File: config.mk
export PLATFORM = sky130hd
export DESIGN_NAME = packet_deframer
export DESIGN_NICKNAME = d
export VERILOG_FILES = /design/src/rtl/packet_deframer.sv
export SDC_FILE = /design/constraint.sdc
export NUM_CORES = 1
export LEC_CHECK = 0
export CAP_MARGIN = 20
export CORE_ASPECT_RATIO = 1.2
export CORE_MARGIN = 2
export CORE_UTILIZATION = 56
export CTS_BUF_LIST = sky130_fd_sc_hd__clkbuf_2 sky130_fd_sc_hd__clkbuf_4 sky130_fd_sc_hd__clkbuf_8
export CTS_CLUSTER_SIZE = 16
export DETAILED_ROUTE_END_ITERATION = 8
export PLACE_DENSITY = 0.87
export SLEW_MARGIN = 20
export SYNTH_ARGS = -nofsm -noshare
export SYNTH_HDL_FRONTEND = slang
export SYNTH_SLANG_ARGS = --single-unit
File: constraint.sdc
create_clock -name clock -period 4.6 [get_ports clock]
set_clock_uncertainty 0.05 [all_clocks]
set_input_delay 0.46 -clock clock [delete_from_list [all_inputs] [get_ports clock]]
set_output_delay 0.46 -clock clock [all_outputs]
set_load 0.05 [all_outputs]
File: src/rtl/packet_deframer.sv
// Delimiter-framed stream deframer: a hold register H delays each word so the last
// word of a packet can be tagged; packets over MAX_LEN are truncated. Optional macro: PACKET_DEFRAMER_ESCAPE_EN.
module packet_deframer #(
  parameter int                    DATA_WIDTH = 8,
  parameter logic [DATA_WIDTH-1:0] DELIMITER  = '0,
  parameter logic [DATA_WIDTH-1:0] ESCAPE     = DATA_WIDTH'(8'hDB),
  parameter int                    MAX_LEN    = 1024
) (
  input  logic                  clock,
  input  logic                  reset,
  input  logic [DATA_WIDTH-1:0] in_data,
  input  logic                  in_valid,
  output logic                  in_ready,
  output logic [DATA_WIDTH-1:0] out_data,
  output logic                  out_valid,
  input  logic                  out_ready,
  output logic                  out_last,
  output logic                  overflow
);

  localparam int             CW      = $clog2(MAX_LEN + 1);
  localparam logic [CW-1:0]  MAX_CNT = CW'(MAX_LEN);
`ifdef PACKET_DEFRAMER_ESCAPE_EN
  localparam bit ESC_EN = 1'b1;
`else
  localparam bit ESC_EN = 1'b0;
`endif

  if (MAX_LEN < 2 || (ESC_EN && ESCAPE == DELIMITER)) begin : g_bad_cfg
    $error("packet_deframer: illegal parameter set");
  end

`ifdef PACKET_DEFRAMER_ESCAPE_EN
  typedef enum logic [1:0] {RUN = 2'd0, DISCARD = 2'd1, ESC = 2'd2} state_t;
`else
  typedef enum logic [1:0] {RUN = 2'd0, DISCARD = 2'd1} state_t;
`endif

  state_t                r_state;
  state_t                w_nxt;
  logic                  r_h_valid;
  logic [DATA_WIDTH-1:0] r_h_data;
  logic [CW-1:0]         r_cnt;
  logic [DATA_WIDTH-1:0] r_o_data;
  logic                  r_o_last;
  logic                  r_o_valid;
  logic                  r_ovf;

  logic w_accept;
  logic w_pay;
  logic w_delim;
  logic w_o_load;
  logic w_o_last;
  logic w_h_load;
  logic w_h_clr;
  logic w_cnt_clr;
  logic w_ovf;

  assign in_ready  = !r_o_valid || out_ready;
  assign w_accept  = in_valid && in_ready;
  assign out_data  = r_o_data;
  assign out_valid = r_o_valid;
  assign out_last  = r_o_last;
  assign overflow  = r_ovf;

  always_ff @(posedge clock) begin
    if (reset) r_state <= RUN;
    else       r_state <= w_nxt;
  end

  always_comb begin
    w_nxt     = r_state;
    w_pay     = 1'b0;
    w_delim   = 1'b0;
    w_o_load  = 1'b0;
    w_o_last  = 1'b0;
    w_h_load  = 1'b0;
    w_h_clr   = 1'b0;
    w_cnt_clr = 1'b0;
    w_ovf     = 1'b0;
    if (w_accept) begin
      unique case (r_state)
        RUN: begin
          if (in_data == DELIMITER) w_delim = 1'b1;
`ifdef PACKET_DEFRAMER_ESCAPE_EN
          else if (in_data == ESCAPE) w_nxt = ESC;
`endif
          else w_pay = 1'b1;
        end
`ifdef PACKET_DEFRAMER_ESCAPE_EN
        ESC: begin
          w_pay = 1'b1;
          w_nxt = RUN;
        end
`endif
        DISCARD: begin
          if (in_data == DELIMITER) begin
            w_nxt     = RUN;
            w_cnt_clr = 1'b1;
          end
        end
        default: w_nxt = RUN;
      endcase

      if (w_delim) begin
        w_cnt_clr = 1'b1;
        if (r_h_valid) begin
          w_o_load = 1'b1;
          w_o_last = 1'b1;
          w_h_clr  = 1'b1;
        end
      end

      // A word arriving while H already holds the MAX_LEN-th word truncates the packet.
      if (w_pay) begin
        if (r_h_valid && r_cnt == MAX_CNT) begin
          w_o_load  = 1'b1;
          w_o_last  = 1'b1;
          w_h_clr   = 1'b1;
          w_cnt_clr = 1'b1;
          w_ovf     = 1'b1;
          w_nxt     = DISCARD;
        end else begin
          w_h_load = 1'b1;
          w_o_load = r_h_valid;
        end
      end
    end
  end

  always_ff @(posedge clock) begin
    if (reset) begin
      r_h_valid <= 1'b0;
      r_h_data  <= '0;
      r_cnt     <= '0;
      r_o_data  <= '0;
      r_o_last  <= 1'b0;
      r_o_valid <= 1'b0;
      r_ovf     <= 1'b0;
    end else begin
      r_ovf <= w_ovf;

      if (w_o_load) begin
        r_o_data  <= r_h_data;
        r_o_last  <= w_o_last;
        r_o_valid <= 1'b1;
      end else if (out_ready) begin
        r_o_valid <= 1'b0;
      end

      if (w_h_load) begin
        r_h_data  <= in_data;
        r_h_valid <= 1'b1;
      end else if (w_h_clr) begin
        r_h_valid <= 1'b0;
      end

      if (w_cnt_clr)     r_cnt <= '0;
      else if (w_h_load) r_cnt <= r_cnt + 1'b1;
    end
  end

endmodule

# Word level (Yosys, flattened, before mapping)
# Index checks and enable logic that the tools add are counted.
# totals
latch_bits	0
ramBits	0
rom_bits	0
in_bits	12
wordCells	54
out_inout_bits	12
memories	0
register_bits	33
# op_classes
n_eq_ne	2
mux	31
addsub	1
order_cmp	0
bitwise	2
shift	0
multipliers	0
n_reduce_logical	10
n_div	0
# op_table
operator	n
$mux W1	27
$add A11 B1 Y11 const B	1
$eq A11 B11 Y1 const B	1
$logic_not A8 Y1	1
$mux W2	3
$pmux W2 S2	1
$reduce_bool A2 Y1	2
$reduce_or A3 Y1	1
$eq A2 B1 Y1 const B	1
$logic_and A1 B1 Y1	2
$logic_not A2 Y1	1
$not A1 Y1	2
$reduce_or A2 Y1	1
$logic_not A1 Y1	1
$logic_or A1 B1 Y1	1

# Depth between registers and ports, before layout
# Gate-level depths: netlist of run 1.
# logic_depth
ltp_word	10
mapped_depth	8

# Worst setup path after synthesis of run 1
# No wires, ideal clock.
# synth_timing
path_kind	reg2reg
start	register r_o_valid (netlist: out_valid)
end	register r_o_last (netlist: out_last)
path_slack_ns	2.721
path_stages_with_launch	7
arrival_time_ns	1.750
cell_sequence	dfxtp_1 nand2b_1 buf_2 and3_1 clkbuf_1 a21oi_1 a211oi_2
# synth_between
elab_chain_cells	4
elab_cells_between_ends	5
classes_between	mux (2); reduce/logical (3)
# synth_rtl
element	line	rtl
start, declared	46	logic r_o_valid;
start signal, assigned	138	r_o_valid <= 1'b0;
start signal, assigned	146	r_o_valid <= 1'b1;
start signal, assigned	148	r_o_valid <= 1'b0;
$logic_not A1 Y1 *	59	assign in_ready = !r_o_valid || out_ready;
$logic_or A1 B1 Y1 *	59	
named net in_ready	13	output logic in_ready,
$logic_and A1 B1 Y1 *	60	assign w_accept = in_valid && in_ready;
$mux W1	81	if (w_accept) begin
end signal, assigned	145	r_o_last <= w_o_last;
end, declared	45	logic r_o_last;
# The timed path passes the listed nets; every way through them passes the cells marked *.
# A chain may end at the register's enable or synchronous reset.

# Worst setup path after layout of run 1
# layout_timing
start	input port out_ready
end	output port in_ready
# layout_between
elab_chain_cells	1
# layout_rtl
element	line	rtl
start, declared	16	input logic out_ready,
$logic_or A1 B1 Y1	59	
end, declared	13	
# Every way passes these cells.

==> impl_metrics.json, run 1 <==
{
  "synth.distinct_cells": 33,
  "start_util": 0.597,
  "crit_fanout": 10,
  "cts.sinks": 33,
  "root_buffer": "clkbuf_4",
  "clk_pin_slew_ns": 0.11,
  "cts_resized": 0,
  "n_antenna_cell": 0,
  "drt_iter0_markers": 70,
  "syn-num-nets": 215,
  "syn_inst": 201,
  "nets": 226,
  "postCtsHoldBufs": 0,
  "drive_gt1_frac": 0.0610,
  "synthTopCellsByCount": "dfxtp_1, a21oi_1, nand4_1",
  "clk_latency_ns": 0.34,
  "final.min_clock_period_ns": 2.62,
  "grt_usage": 0.260,
  "hold_viol_final": 0,
  "setup_violations": 0,
  "yosys_warnings": 0,
  "hold_class": "reg2reg",
  "vias": 1641,
  "cp.arrival_ns": 2.11,
  "drc": 0,
  "rsz0062_at_grt": "false",
  "max_slew.worst_pin.slew_ns": 1.10,
  "synthTopCellsByArea": "dfxtp_1, nand4_1, a21oi_1",
  "r2r_start": "r_cnt[0]$_SDFFE_PP0P_",
  "p_int_w": 0.000377,
  "multi_input_area_um2": 930,
  "power.switching_w": 0.000151,
  "critPathLaunchType": "primary input",
  "hold_ws_ns": 0.412,
  "io_buffers": 23,
  "combPwrFrac": 0.120,
  "syn_avg_cell_area_um2": 8.51,
  "yosysSeqAreaShare": 0.386,
  "criticalPathCategory": "in2out",
  "swShare": 0.286,
  "die_width_um": 54.5,
  "via_per_inst": 6.64,
  "numCtsBuffers": 5,
  "yosysMostFrequentCell": "dfxtp_1",
  "crit_start": "out_ready",
  "yosysTopAreaCell": "dfxtp_1",
  "end_kind": "primary output",
  "synth_edf_count": 0,
  "area_growth_pct": 13.0,
  "place_area_um2": 1880,
  "hpwl_um": 2690,
  "rows": 21,
  "cts_tree": "done",
  "grt_max_degree": 31,
  "fin_util": 0.675,
  "leakagePower_nw": 0.642,
  "die-area_um2": 3510,
  "place_congestion": 0.926,
  "timing.slew.headroom": 0.267,
  "first_pass_iters": 4,
  "yosysTopAreaCellShare": 0.386,
  "fin_setup_tns_ns": 0,
  "hold_path.startpoint": "out_data[3]$_SDFFE_PP0P_",
  "worstPathRequired_ns": 4.09,
  "grt_pass1_vias": 1475,
  "vdd_drop_max_mv": 0.230,
  "power_frac_clock": 0.308,
  "wl_um": 4150,
  "fill_cells": 225,
  "ys.flop_type": "dfxtp_1",
  "overflow": 0,
  "htree_levels": 2,
  "io_pins": 24,
  "post-route-period-util": 0.570,
  "grt_pass1_wl_um": 6780,
  "final_area_um2": 1930,
  "async_flop_share": 0,
  "ant_nets": 0,
  "synth_seq_cells": 33,
  "seqPwrFrac": 0.572,
  "core_um2": 2860,
  "power_density_nw_per_um2": 273,
  "max_freq_ghz": 0.381,
  "seq_area_um2": 661,
  "post_cts_buffers": 0,
  "slew_viol_final": 0,
  "die_h_um": 64.5,
  "maxCapViolCount": 0,
  "status": "finished, final reports clean",
  "max-clock-path-buffers": 2,
  "wl_per_cell_um": 16.8,
  "synth_area_um2": 1710,
  "antenna_found_initial": 0
}
[metrics by stage]
stage	std cells	setup slack, ns	power, W
floorplan	201	2.72	0.000347
global placement	239	1.91	0.000368
detailed placement	239	1.82	0.000370
CTS	247	1.98	0.000530
global route	247	1.90	0.000548
finish	247	1.98	0.000528
[power by group through the flow]
stage                     clock network (W)  logic (W)  registers [W]
final                              0.000163  0.0000632       0.000302
after global routing               0.000176  0.0000694       0.000303
after CTS                          0.000166  0.0000629       0.000301
after detailed placement                  0  0.0000624       0.000308
after global placement                    0  0.0000609       0.000307
after floorplan                           0  0.0000356       0.000312
[path summary, 6_finish.rpt]
| check | end | slack, ns | depth (start not counted) |
|---|---|---|---|
| max | in_ready | 1.98 | 3 |
| min | out_data[3]$_SDFFE_PP0P_ | 0.41 | 2 |
| max reg2reg | r_cnt[6]$_SDFFE_PP0P_ | 2.32 | 6 |
| min reg2reg | out_data[3]$_SDFFE_PP0P_ | 0.41 | 2 |
[flip-flops by register name, summed over array words and instances (netlist names)]
| name | flops |
|---|---|
| r_cnt | 11 |
| r_h_data | 8 |
| out_valid | 1 |
| out_data | 8 |
| r_h_valid | 1 |
| out_last | 1 |
| overflow | 1 |
| r_state | 2 |
[layout by cell type, fill, tap and decap left out, types with 5 or more instances in the layout]
cell type,netlist,routed
a21oi_1,23,23
o2111ai_1,8,8
nand2_1,14,14
o211ai_1,9,9
nor2_1,11,11
nand3_1,13,13
o31ai_1,11,11
nor4_1,9,9
nand4_1,19,19
mux2i_1,8,8
clkbuf_4,0,5
dfxtp_1,33,33
clkdlybuf4s50_1,0,23
[layout make-up]
cell class                 count  area share
timing repair buffer          23       0.119
multi-input combinational    145       0.481
tap                           34      0.0220
sequential                    33       0.342
inverter                       4     0.00777
clock inverter                 3     0.00906
clock buffer                   5      0.0194
[critical path, stage by stage]
cell and delay (ns):
clkdlybuf4s50_1 0.44, nand2b_1 0.33, clkdlybuf4s50_1 0.88
[metal layers]
metal	vias up	global-route usage	part of all wire
li1	798	-	-
met1	766	0.315	0.41
met2	63	0.434	0.51
met3	14	0.0645	0.058
met4	0	0.0875	0.019
met5	-	0	0
[kinds of logic after synthesis]
| logic type | count (synthesis) | share of synthesized area |
|---|---|---|
| AND/OR/NAND/NOR | 82 | 0.275 |
| adder cells (fa/ha/maj) | 2 | 0.0146 |
| multiplexers | 8 | 0.0468 |
| AO/OA/AOI/OAI | 53 | 0.207 |
| buffers and inverters | 23 | 0.0702 |
| flip-flops | 33 | 0.386 |
(Power assumes the default switching activity.)
==> run 2, diff against run 1 <==
Clock period 4.6 ns to 2.8 ns, I/O delays scaled along.
==> run 2 against run 1 <==
Sequential power increased by 63%. Sequential cell count did not move. Register-to-register slack worse by 1.7 ns. Worst hold slack worse by 0.0011 ns. Global-route usage grew 1.3 points. Count of clock-buffer cells in the layout is 1 higher. Clock power increased by 65%. Critical path type is now reg2reg. Largest cell class unchanged. Highest routed layer unchanged.
==> impl_metrics.json, run 2 (same netlist as run 1, synthesis figures left out) <==
{
  "ant_nets": 0,
  "top_register": "r_cnt",
  "postCtsHoldBufs": 0,
  "p_total_w": 0.000873,
  "grt_pass1_wl_um": 7110,
  "hpwl_um": 2890,
  "clk_pin_slew_ns": 0.10,
  "first_pass_iters": 4,
  "cp.arrival_ns": 2.45,
  "setup_violations": 0,
  "io_buffers": 23,
  "cts_resized": 0,
  "drc": 0,
  "vias": 1697,
  "max_slew.worst_pin.slew_ns": 0.729,
  "drt_iter0_markers": 86,
  "final_common_cell": "dfxtp_1",
  "power_density_nw_per_um2": 441,
  "io_pins": 24,
  "numCtsBuffers": 5,
  "leakagePower_nw": 0.676,
  "nets": 232,
  "timing.slew.headroom": 0.514,
  "core_um2": 2860,
  "max-clock-path-buffers": 2,
  "critPathLaunchType": "register",
  "end_kind": "register",
  "worstPathRequired_ns": 3.03,
  "wl_um": 4250,
  "grt_max_degree": 21,
  "hold_class": "reg2reg",
  "start_util": 0.597,
  "clk_latency_ns": 0.35,
  "grt_pass1_vias": 1601,
  "rows": 21,
  "die_h_um": 64.5,
  "grt_usage": 0.273,
  "via_per_inst": 6.71,
  "cts.sinks": 33,
  "die_width_um": 54.5,
  "root_buffer": "clkbuf_4",
  "place_ws_ns": 0.528,
  "fin_util": 0.691,
  "htree_levels": 2,
  "final_cell_mix": "dfxtp_1, a21oi_1, clkdlybuf4s50_1",
  "drive_gt1_frac": 0.0868,
  "overflow": 0,
  "area_growth_pct": 15.7,
  "n_antenna_cell": 0,
  "place_congestion": 0.866,
  "wl_per_cell_um": 16.8,
  "antenna_found_initial": 0,
  "final.min_clock_period_ns": 2.22,
  "criticalPathCategory": "reg2reg",
  "setup_slack_ns": 0.580,
  "max_freq_ghz": 0.450,
  "cts_tree": "done",
  "maxCapViolCount": 0,
  "largest_reg_flops": 11,
  "post-route-period-util": 0.793,
  "slew_viol_final": 0,
  "rsz0062_at_grt": "false",
  "fin_setup_tns_ns": 0,
  "die-area_um2": 3510,
  "fill_cells": 223,
  "crit_fanout": 20,
  "status": "finished, final reports clean",
  "hold_viol_final": 0,
  "post_cts_buffers": 0,
  "vdd_drop_max_mv": 0.318
}
==> run 2: path summary, 6_finish.rpt <==
| kind | start | end | slack [ns] | cells after the start |
|---|---|---|---|---|
| min reg2reg | out_data[3]$_SDFFE_PP0P_ | out_data[3]$_SDFFE_PP0P_ | 0.41 | 2 |
| max | r_cnt[0]$_SDFFE_PP0P_ | r_cnt[10]$_SDFFE_PP0P_ | 0.58 | 6 |
| min | out_data[3]$_SDFFE_PP0P_ | out_data[3]$_SDFFE_PP0P_ | 0.41 | 2 |
| max reg2reg | r_cnt[0]$_SDFFE_PP0P_ | r_cnt[10]$_SDFFE_PP0P_ | 0.58 | 6 |
==> run 2: routing by layer <==
layer	vias up	wire length (um)	track usage
li1	810	-	-
met1	818	1700	0.302
met2	62	2230	0.444
met3	7	262	0.0922
met4	0	59	0.144
met5	-	0	0
==> run 2: report_power, final <==
part           internal, W  switching, W  total (W)
clock network     0.000105      0.000164   0.000269
logic            0.0000456     0.0000672   0.000113
registers         0.000483    0.00000864   0.000491
total             0.000633      0.000240   0.000873
==> run 2: layout make-up <==
type	instances	area [um^2]	area share
clock inverters	2	10.0	0.00506
flip-flops and latches	33	661	0.334
clock buffers	6	45.0	0.0228
repair buffers	29	275	0.139
well taps	34	42.5	0.0215
multi-input cells	145	930	0.470
inverters	4	15.0	0.00759
==> run 2: per-stage QoR <==
stage	hold WS, ns	cell area, um^2	cells
final	0.411	1980	253
after global routing	0.441	1980	253
after CTS	0.414	1980	253
after detailed placement	0.399	1920	245
after global placement	0.394	1920	245
after floorplan	0.380	1710	201
==> run 2: worst max-delay path, stage by stage, from the launching register on <==
cell	delay (ns)
dfxtp_1	0.41
inv_1	0.10
ha_1	0.22
nor4bb_4	0.17
and4_1	0.45
nor4_1	0.52
mux2i_1	0.24
